File: src/rtl/bk_pulse_monitor.sv
// Breakdown-test feedback pulse monitor: measures high width and rise-to-rise
// period, qualifies them against limits and flags fault and loss-of-signal.
module bk_pulse_monitor #(
    parameter int unsigned WIDTH_MIN  = 800,
    parameter int unsigned WIDTH_MAX  = 950,
    parameter int unsigned PERIOD_MIN = 490000,
    parameter int unsigned PERIOD_MAX = 510000,
    parameter int unsigned TIMEOUT    = 1250000,
    parameter int unsigned GOOD_CNT   = 3
) (
    input  logic        i_clk_25m,
    input  logic        i_rst,
    input  logic        i_bk_pulse,
    input  logic        i_clr,
    output logic [20:0] o_width,
    output logic [20:0] o_period,
    output logic        o_meas_valid,
    output logic        o_pulse_ok,
    output logic        o_fault,
    output logic        o_loss
);

    localparam int unsigned CNT_W  = 21;
    localparam int unsigned GOOD_W = $clog2(GOOD_CNT + 1);

    typedef enum logic [1:0] {
        IDLE = 2'd0,
        HIGH = 2'd1,
        LOW  = 2'd2
    } state_t;

    state_t             state_q;
    state_t             state_d;
    logic               sync_ff;
    logic               s;
    logic               s_d;
    logic [CNT_W-1:0]   cnt;
    logic [CNT_W-1:0]   width_q;
    logic [GOOD_W-1:0]  good_cnt;

    logic               rise_c;
    logic               fall_c;
    logic               at_timeout_c;
    logic               arm_c;
    logic               latch_w_c;
    logic               meas_c;
    logic               loss_c;
    logic               good_c;
    logic [GOOD_W-1:0]  good_inc_c;

    // Two-flop synchronizer plus edge-detect delay stage
    always_ff @(posedge i_clk_25m) begin
        if (i_rst) begin
            sync_ff <= 1'b0;
            s       <= 1'b0;
            s_d     <= 1'b0;
        end else begin
            sync_ff <= i_bk_pulse;
            s       <= sync_ff;
            s_d     <= s;
        end
    end

    assign rise_c       = s & ~s_d;
    assign fall_c       = ~s & s_d;
    assign at_timeout_c = (cnt == CNT_W'(TIMEOUT));

    // Restarts at 1 on every rise so it reads width at fall and period at next rise
    always_ff @(posedge i_clk_25m) begin
        if (i_rst) begin
            cnt <= '0;
        end else if (rise_c) begin
            cnt <= CNT_W'(1);
        end else if (!at_timeout_c) begin
            cnt <= cnt + CNT_W'(1);
        end
    end

    always_ff @(posedge i_clk_25m) begin
        if (i_rst) begin
            state_q <= IDLE;
        end else begin
            state_q <= state_d;
        end
    end

    always_comb begin
        state_d   = state_q;
        arm_c     = 1'b0;
        latch_w_c = 1'b0;
        meas_c    = 1'b0;
        loss_c    = 1'b0;
        case (state_q)
            IDLE: begin
                if (rise_c) begin
                    state_d = HIGH;
                    arm_c   = 1'b1;
                end
            end
            HIGH: begin
                if (at_timeout_c) begin
                    state_d = IDLE;
                    loss_c  = 1'b1;
                end else if (fall_c) begin
                    state_d   = LOW;
                    latch_w_c = 1'b1;
                end
            end
            LOW: begin
                if (at_timeout_c) begin
                    state_d = IDLE;
                    loss_c  = 1'b1;
                end else if (rise_c) begin
                    state_d = HIGH;
                    meas_c  = 1'b1;
                end
            end
            default: state_d = IDLE;
        endcase
    end

    assign good_c = (width_q >= CNT_W'(WIDTH_MIN))  && (width_q <= CNT_W'(WIDTH_MAX)) &&
                    (cnt     >= CNT_W'(PERIOD_MIN)) && (cnt     <= CNT_W'(PERIOD_MAX));

    assign good_inc_c = (good_cnt == GOOD_W'(GOOD_CNT)) ? good_cnt : good_cnt + GOOD_W'(1);

    // Registered measurement, qualification and status outputs
    always_ff @(posedge i_clk_25m) begin
        if (i_rst) begin
            width_q      <= '0;
            good_cnt     <= '0;
            o_width      <= '0;
            o_period     <= '0;
            o_meas_valid <= 1'b0;
            o_pulse_ok   <= 1'b0;
            o_fault      <= 1'b0;
            o_loss       <= 1'b0;
        end else begin
            o_meas_valid <= meas_c;
            if (latch_w_c) begin
                width_q <= cnt;
            end
            if (arm_c) begin
                o_loss <= 1'b0;
            end
            if (loss_c) begin
                o_loss     <= 1'b1;
                good_cnt   <= '0;
                o_pulse_ok <= 1'b0;
            end
            if (meas_c) begin
                o_width  <= width_q;
                o_period <= cnt;
                if (good_c) begin
                    good_cnt   <= good_inc_c;
                    o_pulse_ok <= (good_inc_c == GOOD_W'(GOOD_CNT));
                end else begin
                    good_cnt   <= '0;
                    o_pulse_ok <= 1'b0;
                end
            end
            // A bad measurement wins over a simultaneous clear
            if (meas_c && !good_c) begin
                o_fault <= 1'b1;
            end else if (i_clr) begin
                o_fault <= 1'b0;
            end
        end
    end

endmodule

File: config.mk
export PLATFORM = sky130hd
export DESIGN_NAME = bk_pulse_monitor
export DESIGN_NICKNAME = d
export VERILOG_FILES = /design/src/rtl/bk_pulse_monitor.sv
export SDC_FILE = /design/constraint.sdc
export NUM_CORES = 1
export LEC_CHECK = 0
export ABC_AREA = 0
export CAP_MARGIN = 20
export CORE_ASPECT_RATIO = 1.75
export CORE_MARGIN = 5
export CORE_UTILIZATION = 30
export DETAILED_ROUTE_END_ITERATION = 8
export SYNTH_ARGS = -nofsm -noshare
export SYNTH_HDL_FRONTEND = slang
export SYNTH_SLANG_ARGS = --single-unit
File: constraint.sdc
create_clock -name i_clk_25m -period 3.1 [get_ports i_clk_25m]
set_clock_uncertainty 0.2 [all_clocks]
set_input_delay 0.465 -clock i_clk_25m [delete_from_list [all_inputs] [get_ports i_clk_25m]]
set_output_delay 0.465 -clock i_clk_25m [all_outputs]
set_load 0.05 [all_outputs]
# ---- After elaboration in Yosys (flattened, before gate mapping)
# Cells that the tools add are included.
dict set report totals {
  regBits 95
  inputBits 4
  out_inout_bits 46
  word_cells 69
}
dict set report classes {
  addsub 2
  magnitude_cmp 4
  n_eq_ne 7
  muxes 27
  bitwise 4
  n_reduce_logical 11
}
# operator count
set ops {}
lappend ops {{21-bit by 1-bit adder with 21-bit output (second input constant)} 1}
lappend ops {{21-bit == test (second input constant)} 1}
lappend ops {{21-bit by 10-bit >= comparator with 1-bit output (second input constant)} 1}
lappend ops {{21-bit by 19-bit >= comparator with 1-bit output (second input constant)} 1}
lappend ops {{21-bit by 10-bit less-or-equal comparator with 1-bit output (second input constant)} 1}
lappend ops {{21-bit by 19-bit less-or-equal comparator with 1-bit output (second input constant)} 1}
lappend ops {{1-bit two-way mux} 18}
lappend ops {{2-bit two-way mux} 8}
lappend ops {{2-bit == test (second input constant)} 3}
lappend ops {{2-bit one-hot mux with 3 select lines} 1}
lappend ops {{2-bit nonzero test} 3}
lappend ops {{1-bit logical AND} 4}
lappend ops {{2-bit OR reduction} 2}
lappend ops {{3-bit != test (second input constant)} 1}
lappend ops {{2-bit by 1-bit adder with 2-bit output (second input constant)} 1}
lappend ops {{1-bit bitwise AND} 2}
lappend ops {{2-bit by 1-bit == test with 1-bit output (second input constant)} 1}
lappend ops {{2-bit logical NOT} 1}
lappend ops {{2-bit != test (second input constant)} 1}
lappend ops {{1-bit NOT} 2}
lappend ops {{1-bit logical NOT} 1}

# ---- Logic depth before layout (Yosys ltp)
# Gate-level depths: netlist of the first run.
dict set report logic_depth {
  ltp_word 7
  mapped_depth 9
  mapped_depth_nobuf 7
}

# ---- Least setup slack after synthesis of the first run
# Ideal clock, no wire load.
dict set report synth_timing {
  path_kind {reg-to-reg}
  from {reg cnt[0]}
  to {reg o_width[12]}
  setup_ps 140
  t_arrival_ps 1893
  required_ps 2760
  setup_slack_ps 866
  stages_incl_launch_ff 9
  n_path_buf 1
  period_less_slack_ps 2234
  path_cell_list {dfxtp_1 -> inv_1 -> ha_1 -> or4bb_1 -> nor4_4 -> a21oi_1 -> clkbuf_1 -> nand2_1 -> a21oi_2}
}
dict set report synth_via {
  elab_chain_cells 3
}
# element line
set synth_lines {}
lappend synth_lines {{start: declaration} 37} ;# logic [CNT_W-1:0] cnt;
lappend synth_lines {{start signal: assignment} 75} ;# cnt <= cnt + CNT_W'(1);
lappend synth_lines {{21-bit == test} 66} ;# assign at_timeout_c = (cnt == CNT_W'(TIMEOUT));
lappend synth_lines {{1-bit two-way mux} 110} ;# if (at_timeout_c) begin
lappend synth_lines {{1-bit two-way mux} 93} ;# case (state_q)
lappend synth_lines {{end signal: assignment} 152} ;# o_width <= width_q;
lappend synth_lines {{end: declaration} 15} ;# output logic [20:0] o_width,
# Every way passes these cells.
# A chain may end at the register's enable or synchronous reset.

# ---- Final worst setup path of the first run
dict set report layout_timing {
  from {reg cnt[0]}
  to {reg o_fault}
}
dict set report layout_via {
  elab_chain_cells 6
  word_cells_on_any_way 11
  cone_classes {2 x order compare; 1 x eq/ne; 3 x mux; 5 x reduce/logical}
}
# element line
set layout_lines {}
lappend layout_lines {{21-bit by 19-bit >= comparator with 1-bit output} 123} ;# (cnt >= CNT_W'(PERIOD_MIN)) && (cnt <= CNT_W'(PERIOD_MAX));
lappend layout_lines {{1-bit logical AND} 122} ;# assign good_c = (width_q >= CNT_W'(WIDTH_MIN)) && (width_q <= CNT_W'(WIDTH_MAX)) &&
lappend layout_lines {{1-bit logical AND} 123}
lappend layout_lines {{1-bit logical NOT} 163} ;# if (meas_c && !good_c) begin
lappend layout_lines {{1-bit logical AND (*)} 163}
lappend layout_lines {{1-bit two-way mux or 2-bit nonzero test (tied branches)} -}
lappend layout_lines {{end signal: assignment} 136} ;# o_fault <= 1'b0;
lappend layout_lines {{end signal: assignment} 164} ;# o_fault <= 1'b1;
lappend layout_lines {{end signal: assignment} 166} ;# o_fault <= 1'b0;
lappend layout_lines {{end: declaration} 19} ;# output logic o_fault,
# Mark *: on every way between the ends. The rest lies on a longest branch, timed or not.

==> metrics.txt, run 1 <==
vias per cell 4.84; cell accounting for the most synthesized area dfxtp_1; dpl hpwl 7190 microns; PortBufs 49; chip height 162 microns; hold depth 1; fin. max-slew vios 0; syn_nets 472; reg-to-reg startpoint cnt[0]; H-Tree Level Count 3; Static Leakage 1.77 nW; Total Wirelength 10000 microns; R2R setup slack 0.51 ns; main flop type after synthesis dfxtp_1; HP Class reg -> reg; CTS Buf Count 9; r2r endpoint o_fault; 1st-iter DRT viols 171; register bit total from synthesis 95; Final period util 83.5%; net switching power 0.490 mW; share of Yosys cell area claimed by the top area cell type 48.0%; Row Count 55; XOR/XNOR Fraction of Synth Area 3.53%; DRC errors left 0; sink of the worst hold path s; initial antenna violation count 0; core area 0.0129 sq mm; Post-synth top cells dfxtp_1, nand2_1, nor2_1; fraction of layout cells with a size suffix above 1 9.80%; family with the most delay on the worst path simple AND/OR/NAND/NOR gates; crit path DAT 2.62 ns; die area 0.0157 sq mm; final hold vios 0; Post-synth EDFFs 0; Synth Cell Area 0.00397 sq mm; crit-path cells inv_1 -> ha_1 -> or4bb_1 -> nor4_4 -> a21o_1 -> buf_4 -> nor2_1 -> a22o_1; post-place instance area 0.00463 sq mm; Compound-Gate Fraction of Synth Area 11.5%; Flop pwr share 50.7%; Clock power frac 47.2%; CTS tree done; Startpoint Class register; kind of critical path reg -> reg; via count 3293; hold_buf cts 0; Worst Max-Slew Pin Slew 0.777 ns; Netlist cell types 46; CP Capture Type register; Post-synth ARST share 0%; internal power 1.95 mW; cell count after synthesis 462; clock buffer depth 2; crit-path max FO 9; RSZ-0062 raised after global routing no; switching share of power 20.1%; post_cts resized 0; Worst-Skew Late Latency 0.34 ns; starting density of the core 30.6%; most common cell in the synthesized netlist dfxtp_1; Simple-Gate Fraction of Synth Area 24.4%; CTS Sinks 95; first-pass detailed-route iteration total 5; total gr overflow 0; Final setup viols 0; worst relative slew slack 48.2%; pre-CTS setup slack 0.535 ns; gr usage total 12.9%; Nets 515; die width 96.9 microns; Comb power frac 2.1%; Synth area leaders dfxtp_1, nand2_1, a21oi_1, mux2i_1, nor2_1; MaxCap Viol Count 0; Reg2Reg Depth 8; Final Instance Area 0.00494 sq mm; fmax 0.386 GHz; Synth Area in Adders 1.89%; post-synthesis sequential area ratio 48.0%; number of cells on the critical path 8; Pwr Density 493 mW/mm^2; Hold Startpoint sync_ff; largest net degree at the start of global routing 73; n_diodes 0; setup tns final 0 ns; main combinational cell family by area after synthesis simple AND/OR/NAND/NOR gates; routability congestion estimate 0.882; worst vdd ir 269 uV; Worst Path Buf+Inv 2; minimum clock period 2.59 ns; vias in the first global route 3326; Routed wire per std cell 14.7 microns; Ys Warns 0; synth-to-layout area growth 24.6%; CTS Root Buffer Type clkbuf_16; final antenna-violating net count 0; Clock Pin Slew Worst Setup and Hold Paths 0.06 ns; status complete, no violations; Max stage delay cell, worst path or4bb_1; Mean Syn Cell Area 8.58 sq um; multiplexer share of the synthesized area 5.30%; io pins 50; max incr delay on CP 0.44 ns; final worst slack 0.512 ns; CP Data Required Time 3.13 ns; number of fill cells 1345; first-pass GRT wire length 16400 microns; # Post-CTS Setup Buffers 0
layout by cell type, fill, tap and decap left out, types with 5 or more instances in the layout:
| cell | n |
|---|---|
| clkbuf_16 | 9 |
| clkdlybuf4s50_1 | 48 |
| nand2_2 | 8 |
| nor2_1 | 44 |
| nor4_1 | 5 |
| a21oi_2 | 9 |
| mux2i_1 | 21 |
| xnor2_1 | 11 |
| nand2_1 | 91 |
| dfxtp_1 | 95 |
| buf_4 | 14 |
| nand4_1 | 9 |
| xor2_1 | 5 |
| nor3_1 | 9 |
| nand3_1 | 13 |
| inv_1 | 9 |
| ha_1 | 6 |
| a21oi_1 | 42 |
| o21ai_0 | 6 |
area by class of cell:
class	count	area, sq um	share of cell area (%)
clock buffer	12	236	4.79
clock inverter	4	70.1	1.42
tap	171	214	4.33
multi-input combinational	325	1850	37.5
inverter	9	33.8	0.684
sequential	95	1900	38.5
timing repair buffer	65	631	12.8
metrics by stage:
stage	util, %	instances	total power, mW	hold WS, ns
4_1_cts	38.2	681	2.48	0.247
2_1_floorplan	-	462	1.30	0.214
3_5_place_dp	35.8	665	1.31	0.232
5_1_grt	38.2	681	2.53	0.261
6_report	38.2	681	2.44	0.239
3_3_place_gp	35.8	665	1.31	0.222
flip-flops by register name, indices dropped and copies added (netlist names):
signal,cells
o_fault,1
o_pulse_ok,1
cnt,21
sync_ff,1
o_width,21
good_cnt,2
o_period,21
state_q,2
s,1
s_d,1
o_meas_valid,1
o_loss,1
width_q,21
power by group through the flow:
stage                     logic (mW)  clock network, mW  registers (mW)
after floorplan               0.0385                  0            1.26
after global placement        0.0502                  0            1.26
after detailed placement      0.0505                  0            1.26
after CTS                     0.0512               1.19            1.23
after global routing          0.0561               1.24            1.23
final                         0.0507               1.15            1.24
cell families after synthesis:
kind of cell | count (synthesis)
buffers and inverters | 42
multiplexers | 21
flip-flops | 95
XOR/XNOR | 16
AO/OA/AOI/OAI | 76
adder cells (fa/ha/maj) | 6
AND/OR/NAND/NOR | 206
worst max path at each step:
stage,from,endpoint,slack (ns)
after global placement,cnt[0],o_fault,0.60
after detailed placement,cnt[0],o_fault,0.53
after global routing,cnt[0],o_fault,0.39
after CTS,cnt[0],o_fault,0.51
final,cnt[0],o_fault,0.51
after floorplan,cnt[0],o_width[12],0.87
metal layers:
metal  track usage [%]  up-vias  part of all wire, %
li1                  -     1643                    -
met4              8.18        0                  4.5
met5                 0        -                    0
met3              3.44       25                  4.1
met2              23.9       74                   53
met1              12.6     1551                   39
worst reg2reg max path, cell delays in order (launching register included):
cell and delay [ns]:
dfxtp_1 0.37, inv_1 0.12, ha_1 0.14, or4bb_1 0.44, nor4_4 0.41, a21o_1 0.29, buf_4 0.22, nor2_1 0.07
a22o_1 0.23
(Power assumes the default switching activity.)
==> run 2, diff against run 1 <==
==> constraint.sdc (replaced) <==
create_clock -name i_clk_25m -period 2.1 [get_ports i_clk_25m]
set_clock_uncertainty 0.2 [all_clocks]
set_input_delay 0.315 -clock i_clk_25m [delete_from_list [all_inputs] [get_ports i_clk_25m]]
set_output_delay 0.315 -clock i_clk_25m [all_outputs]
set_load 0.05 [all_outputs]
==> run 2 against run 1 <==
Effect of this change:
- the flow now finishes with violations (setup timing)
- flip-flop and latch count stayed put
- core utilization is 3.2 points higher
- final cell count is 4.3% higher
==> metrics.txt, run 2 (synthesis results as in run 1) <==
final antenna-violating net count 0; Nets 545; worst vdd ir 316 uV; status finished, violations left; CP Data Required Time 2.18 ns; worst relative slew slack 49.7%; Final period util 105%; CTS Buf Count 9; vias per cell 4.84; via count 3438; io pins 50; total gr overflow 0; final hold vios 0; Non-Filler Instances 710; CTS tree done; minimum clock period 2.21 ns; Pwr Density 673 mW/mm^2; MaxCap Viol Count 0; die area 0.0157 sq mm; synth-to-layout area growth 34.8%; hold_buf cts 0; Hold Startpoint i_rst; Clock Pin Slew Worst Setup and Hold Paths 0.07 ns; DRC errors left 0; Routed wire per std cell 15.2 microns; fraction of layout cells with a size suffix above 1 23.9%; crit-path max FO 6; largest net degree at the start of global routing 73; Row Count 55; Startpoint Class register; n_diodes 0; number of fill cells 1354; 1st-iter DRT viols 168; commonest cells after routing, fill and taps aside dfxtp_1, nand2_1, buf_4; final worst slack -0.108 ns; commonest non-fill, non-tap cell in the layout dfxtp_1; vias in the first global route 3563; RSZ-0062 raised after global routing yes; clock buffer depth 2; crit-path cells inv_2 -> ha_1 -> or4bb_4 -> nor4_4 -> a21o_1 -> buf_6 -> buf_16 -> buf_12 -> nand2_2 -> a21oi_2; Placed Cells 685; Worst Max-Slew Pin Slew 0.752 ns; max incr delay on CP 0.46 ns; Worst-Skew Late Latency 0.34 ns; worst setup path startpoint cnt[0]; violated checks setup timing; Total Wirelength 10800 microns; initial antenna violation count 0; routability congestion estimate 0.943; die width 96.9 microns; Max stage delay cell, worst path or4bb_4; crit path DAT 2.29 ns; chip height 162 microns; H-Tree Level Count 3; Worst Path Buf+Inv 4; starting density of the core 30.6%; CTS Root Buffer Type clkbuf_16; kind of critical path reg -> reg; core area 0.0129 sq mm; fmax 0.453 GHz; gr usage total 13.9%; first-pass detailed-route iteration total 5; CTS Sinks 95; dpl hpwl 7490 microns; HP Class in -> reg; CP Capture Type register; fin. max-slew vios 0; reg-to-reg startpoint cnt[0]; Static Leakage 2.04 nW; Final setup viols 71; setup tns final -4.80 ns; family with the most delay on the worst path simple AND/OR/NAND/NOR gates; first-pass GRT wire length 17800 microns; PortBufs 49
-- run 2: changes by cell type in the layout (fill, tap and decap cells not counted), moves of 3 or more --
cell and delta:
buf_4 +40, a21oi_1 -5, clkbuf_1 -3, buf_6 +4
clkdlybuf4s50_1 -22, nand2_1 -3, dfxtp_2 +4, a21oi_2 +4
buf_12 +5, dfxtp_1 -4
-- run 2: metal layers --
| layer | vias up | track usage [%] | routed length, microns |
|---|---|---|---|
| li1 | 1708 | - | - |
| met1 | 1619 | 14.2 | 4180 |
| met2 | 83 | 26.4 | 5860 |
| met3 | 28 | 3.52 | 374 |
| met4 | 0 | 6.33 | 344 |
| met5 | - | 0 | 0 |
-- run 2: metrics by stage --
step	hold WS [ns]	setup WS [ns]	util [%]	total power, mW	instance area, sq um
floorplan	0.214	-0.124	-	1.92	3990
global placement	0.220	-0.0541	36.8	1.95	4760
detailed placement	0.236	-0.136	36.8	1.95	4760
CTS	0.175	-0.0967	40.1	3.64	5190
global route	0.212	-0.259	41.3	3.72	5350
finish	0.192	-0.108	41.3	3.60	5350
-- run 2: layout make-up --
cell class / count / area (sq um) / share of cell area (%)
Tap cell: 171 / 214 / 4.00
Timing Repair Buffer: 95 / 923 / 17.3
Clock buffer: 11 / 253 / 4.73
Sequential cell: 95 / 1910 / 35.7
Inverter: 9 / 33.8 / 0.632
Multi-Input combinational cell: 325 / 1960 / 36.7
Clock inverter: 4 / 53.8 / 1.01
-- run 2: power by group --
part | internal (mW) | leakage [nW] | switching, mW
sequential | 1.81 | 0.767 | 0.00917
combinational | 0.0360 | 1.12 | 0.0680
clock | 0.985 | 0.144 | 0.687
-- run 2: path summary, 6_finish.rpt --
kind / end / slack (ns) / cells past startpoint
worst max-delay path: o_width[13] / -0.11 / 10
worst min-delay path: good_cnt[0] / 0.19 / 4
worst max register to register: o_width[13] / -0.11 / 10
worst min register to register: s / 0.25 / 1
-- run 2: tightest hold or removal path, delay by kind of cell --
family | cells | cell delay, ns
and+or+nand+nor | 1 | 0.10
buffers and inverters | 2 | 0.23
AOI/OAI and AO/OA | 1 | 0.05
-- run 2: timing repair --
| action | in CTS | in global routing |
|---|---|---|
| cloned | 1 | 1 |
| resized for setup | 11 | 24 |
| setup endpoints to repair | 56 | 81 |
| setup buffers | 6 | 2 |
| pin swaps | 6 | 10 |
==> run 3, diff against run 2 <==
--- a/config.mk
+++ b/config.mk
@@ -5,7 +5,7 @@
 export SDC_FILE = /design/constraint.sdc
 export NUM_CORES = 1
 export LEC_CHECK = 0
-export ABC_AREA = 0
+export ABC_AREA = 1
 export CAP_MARGIN = 20
 export CORE_ASPECT_RATIO = 1.75
 export CORE_MARGIN = 5
==> run 3 against run 2 <==
Effect of this change:
- the run now ends clean
- first-iteration DRC count is 5.4% higher
- critical path depth is 9 lower
- cell area is 4.2% lower
- combinational power is 97% higher
- sequential share of layout area is 1.6 points higher
- non-clock buffer count is 17 lower
- critical path type is now reg -> out
==> metrics.txt, run 3 <==
synth-to-layout area growth 27.0%; gr usage total 14.4%; kind of critical path reg -> out; commonest non-fill, non-tap cell in the layout nand2_1; Compound-Gate Fraction of Synth Area 17.7%; commonest cells after routing, fill and taps aside nand2_1, dfxtp_1, a21oi_1; status complete, no violations; max incr delay on CP 0.82 ns; Worst Path Buf+Inv 1; DRC errors left 0; PortBufs 49; fmax 0.495 GHz; Post-synth EDFFs 0; fraction of layout cells with a size suffix above 1 15.1%; Clock Pin Slew Worst Setup and Hold Paths 0.07 ns; CP Data Required Time 1.58 ns; multi-input combinational cell area 0.00178 sq mm; hold depth 2; routability congestion estimate 0.909; Startpoint Class register; number of fill cells 1388; fin. max-slew vios 0; initial antenna violation count 0; syn_nets 547; cell accounting for the most synthesized area dfxtp_1; r2r endpoint o_period[13]; Simple-Gate Fraction of Synth Area 24.1%; vias in the first global route 3591; Worst-Skew Late Latency 0.34 ns; crit-path cells clkdlybuf4s50_1; 1st-iter DRT viols 177; post-synthesis sequential area ratio 47.2%; Mean Syn Cell Area 7.51 sq um; final hold vios 0; Reg2Reg Depth 8; CTS Sinks 95; starting density of the core 30.3%; worst vdd ir 380 uV; die area 0.0160 sq mm; register bit total from synthesis 95; Post-Route Utilization 38.5%; Ys Warns 0; CTS Buf Count 9; Total Wirelength 11300 microns; Routed wire per std cell 14.5 microns; Synth Cell Area 0.00403 sq mm; vias per cell 4.75; n_diodes 0; H-Tree Level Count 3; Netlist cell types 34; worst relative slew slack 64.2%; crit-path max FO 2; crit path DAT 1.50 ns; Hold Startpoint sync_ff; Max stage delay cell, worst path clkdlybuf4s50_1; final antenna-violating net count 0; first-pass GRT wire length 18200 microns; XOR/XNOR Fraction of Synth Area 0.217%; main flop type after synthesis dfxtp_1; reg-to-reg startpoint cnt[17]; largest net degree at the start of global routing 49; MaxCap Viol Count 0; sink of the worst hold path s; Synth area leaders dfxtp_1, a21oi_1, nand2_1, o21ai_0, inv_1; main combinational cell family by area after synthesis simple AND/OR/NAND/NOR gates; Post-synth ARST share 0%; io pins 50; Final setup viols 0; minimum clock period 2.02 ns; core area 0.0133 sq mm; share of Yosys cell area claimed by the top area cell type 47.2%; cell count after synthesis 537; HP Class reg -> reg; # Post-CTS Setup Buffers 0; Pwr Density 721 mW/mm^2; RSZ-0062 raised after global routing no; chip height 163 microns; Worst Max-Slew Pin Slew 0.537 ns; Synth Area in Adders 1.86%; setup tns final 0 ns; Nets 609; CTS Root Buffer Type clkbuf_16; dpl hpwl 8440 microns; multiplexer share of the synthesized area 0%; sequential standard cell area 0.00191 sq mm; die width 97.6 microns; Row Count 56; most common cell in the synthesized netlist nand2_1; clock buffer depth 2; first-pass detailed-route iteration total 4; Static Leakage 1.92 nW; Final period util 96.1%; total gr overflow 0; pre-CTS setup slack 0.0315 ns; Post-synth top cells nand2_1, dfxtp_1, a21oi_1; CP Capture Type primary output; CTS tree done; R2R setup slack 0.19 ns; final worst slack 0.0815 ns; family with the most delay on the worst path buffers and inverters; via count 3697
run 3: changes by cell type after synthesis, moves of 7 or more:
cell	previous run	this run
a21oi_1	43	89
inv_1	9	49
o21ai_0	6	40
mux2i_1	21	0
nand3_1	13	27
clkbuf_1	24	11
nand2_1	91	102
xnor2_1	11	0
a21oi_2	8	1
nand2_2	8	1
o21ai_1	2	9
run 3: area by class of cell:
class                           count  area share, %
Clock buffer                       10           4.47
Clock inverter                      6           1.37
Inverter                           55           4.13
Tap cell                          174           4.25
Multi-Input combinational cell    360           34.8
Sequential cell                    95           37.2
Timing Repair Buffer               78           13.7
run 3: worst max path at each step:
stage                      start           end  depth (start not counted)
finish              o_period[20]  o_period[20]                          1
global route              cnt[5]       cnt[17]                          9
CTS                       cnt[0]       cnt[18]                         10
detailed placement        cnt[0]       cnt[18]                         10
global placement          cnt[0]       cnt[18]                         10
floorplan                 cnt[1]       cnt[18]                         10
run 3: kinds of logic after synthesis:
logic type               count (synthesis)
buffers and inverters                   82
AO/OA/AOI/OAI                          141
flip-flops                              95
adder cells (fa/ha/maj)                  6
XOR/XNOR                                 1
AND/OR/NAND/NOR                        212
run 3: through the flow:
step	std cells	hold WS, ns	power, mW	cell area (sq um)
after floorplan	537	0.188	2.02	4030
after global placement	761	0.205	2.08	4780
after detailed placement	761	0.208	2.08	4780
after CTS	777	0.216	3.73	5070
after global routing	778	0.263	3.83	5120
final	778	0.208	3.69	5120
run 3: routing by layer:
metal  part of all wire (%)  GRT usage (%)
met2                     53           25.8
met4                    4.9           8.51
met3                    3.1           2.56
met1                     39           15.6
met5                      0              0
run 3: worst reg2reg max path: stages, from the launching register on:
cell and delay (ns):
dfxtp_1 0.47, nand2_2 0.12, nor3b_4 0.27, nand3_4 0.15, nand3_4 0.10, inv_4 0.09, buf_12 0.17, o21ai_0 0.19
a21oi_1 0.06
run 3: repair_timing:
item	4_1_cts	5_1_grt
setup endpoints to repair	0	30
gates resized for setup	0	10
hold buffers	0	0
run 3: power by group:
group	total [mW]	internal, mW	switching, mW	leakage [nW]
Clock	1.65	0.930	0.716	0.135
Sequential	1.84	1.82	0.0171	0.768
Combinational	0.205	0.0681	0.137	1.01
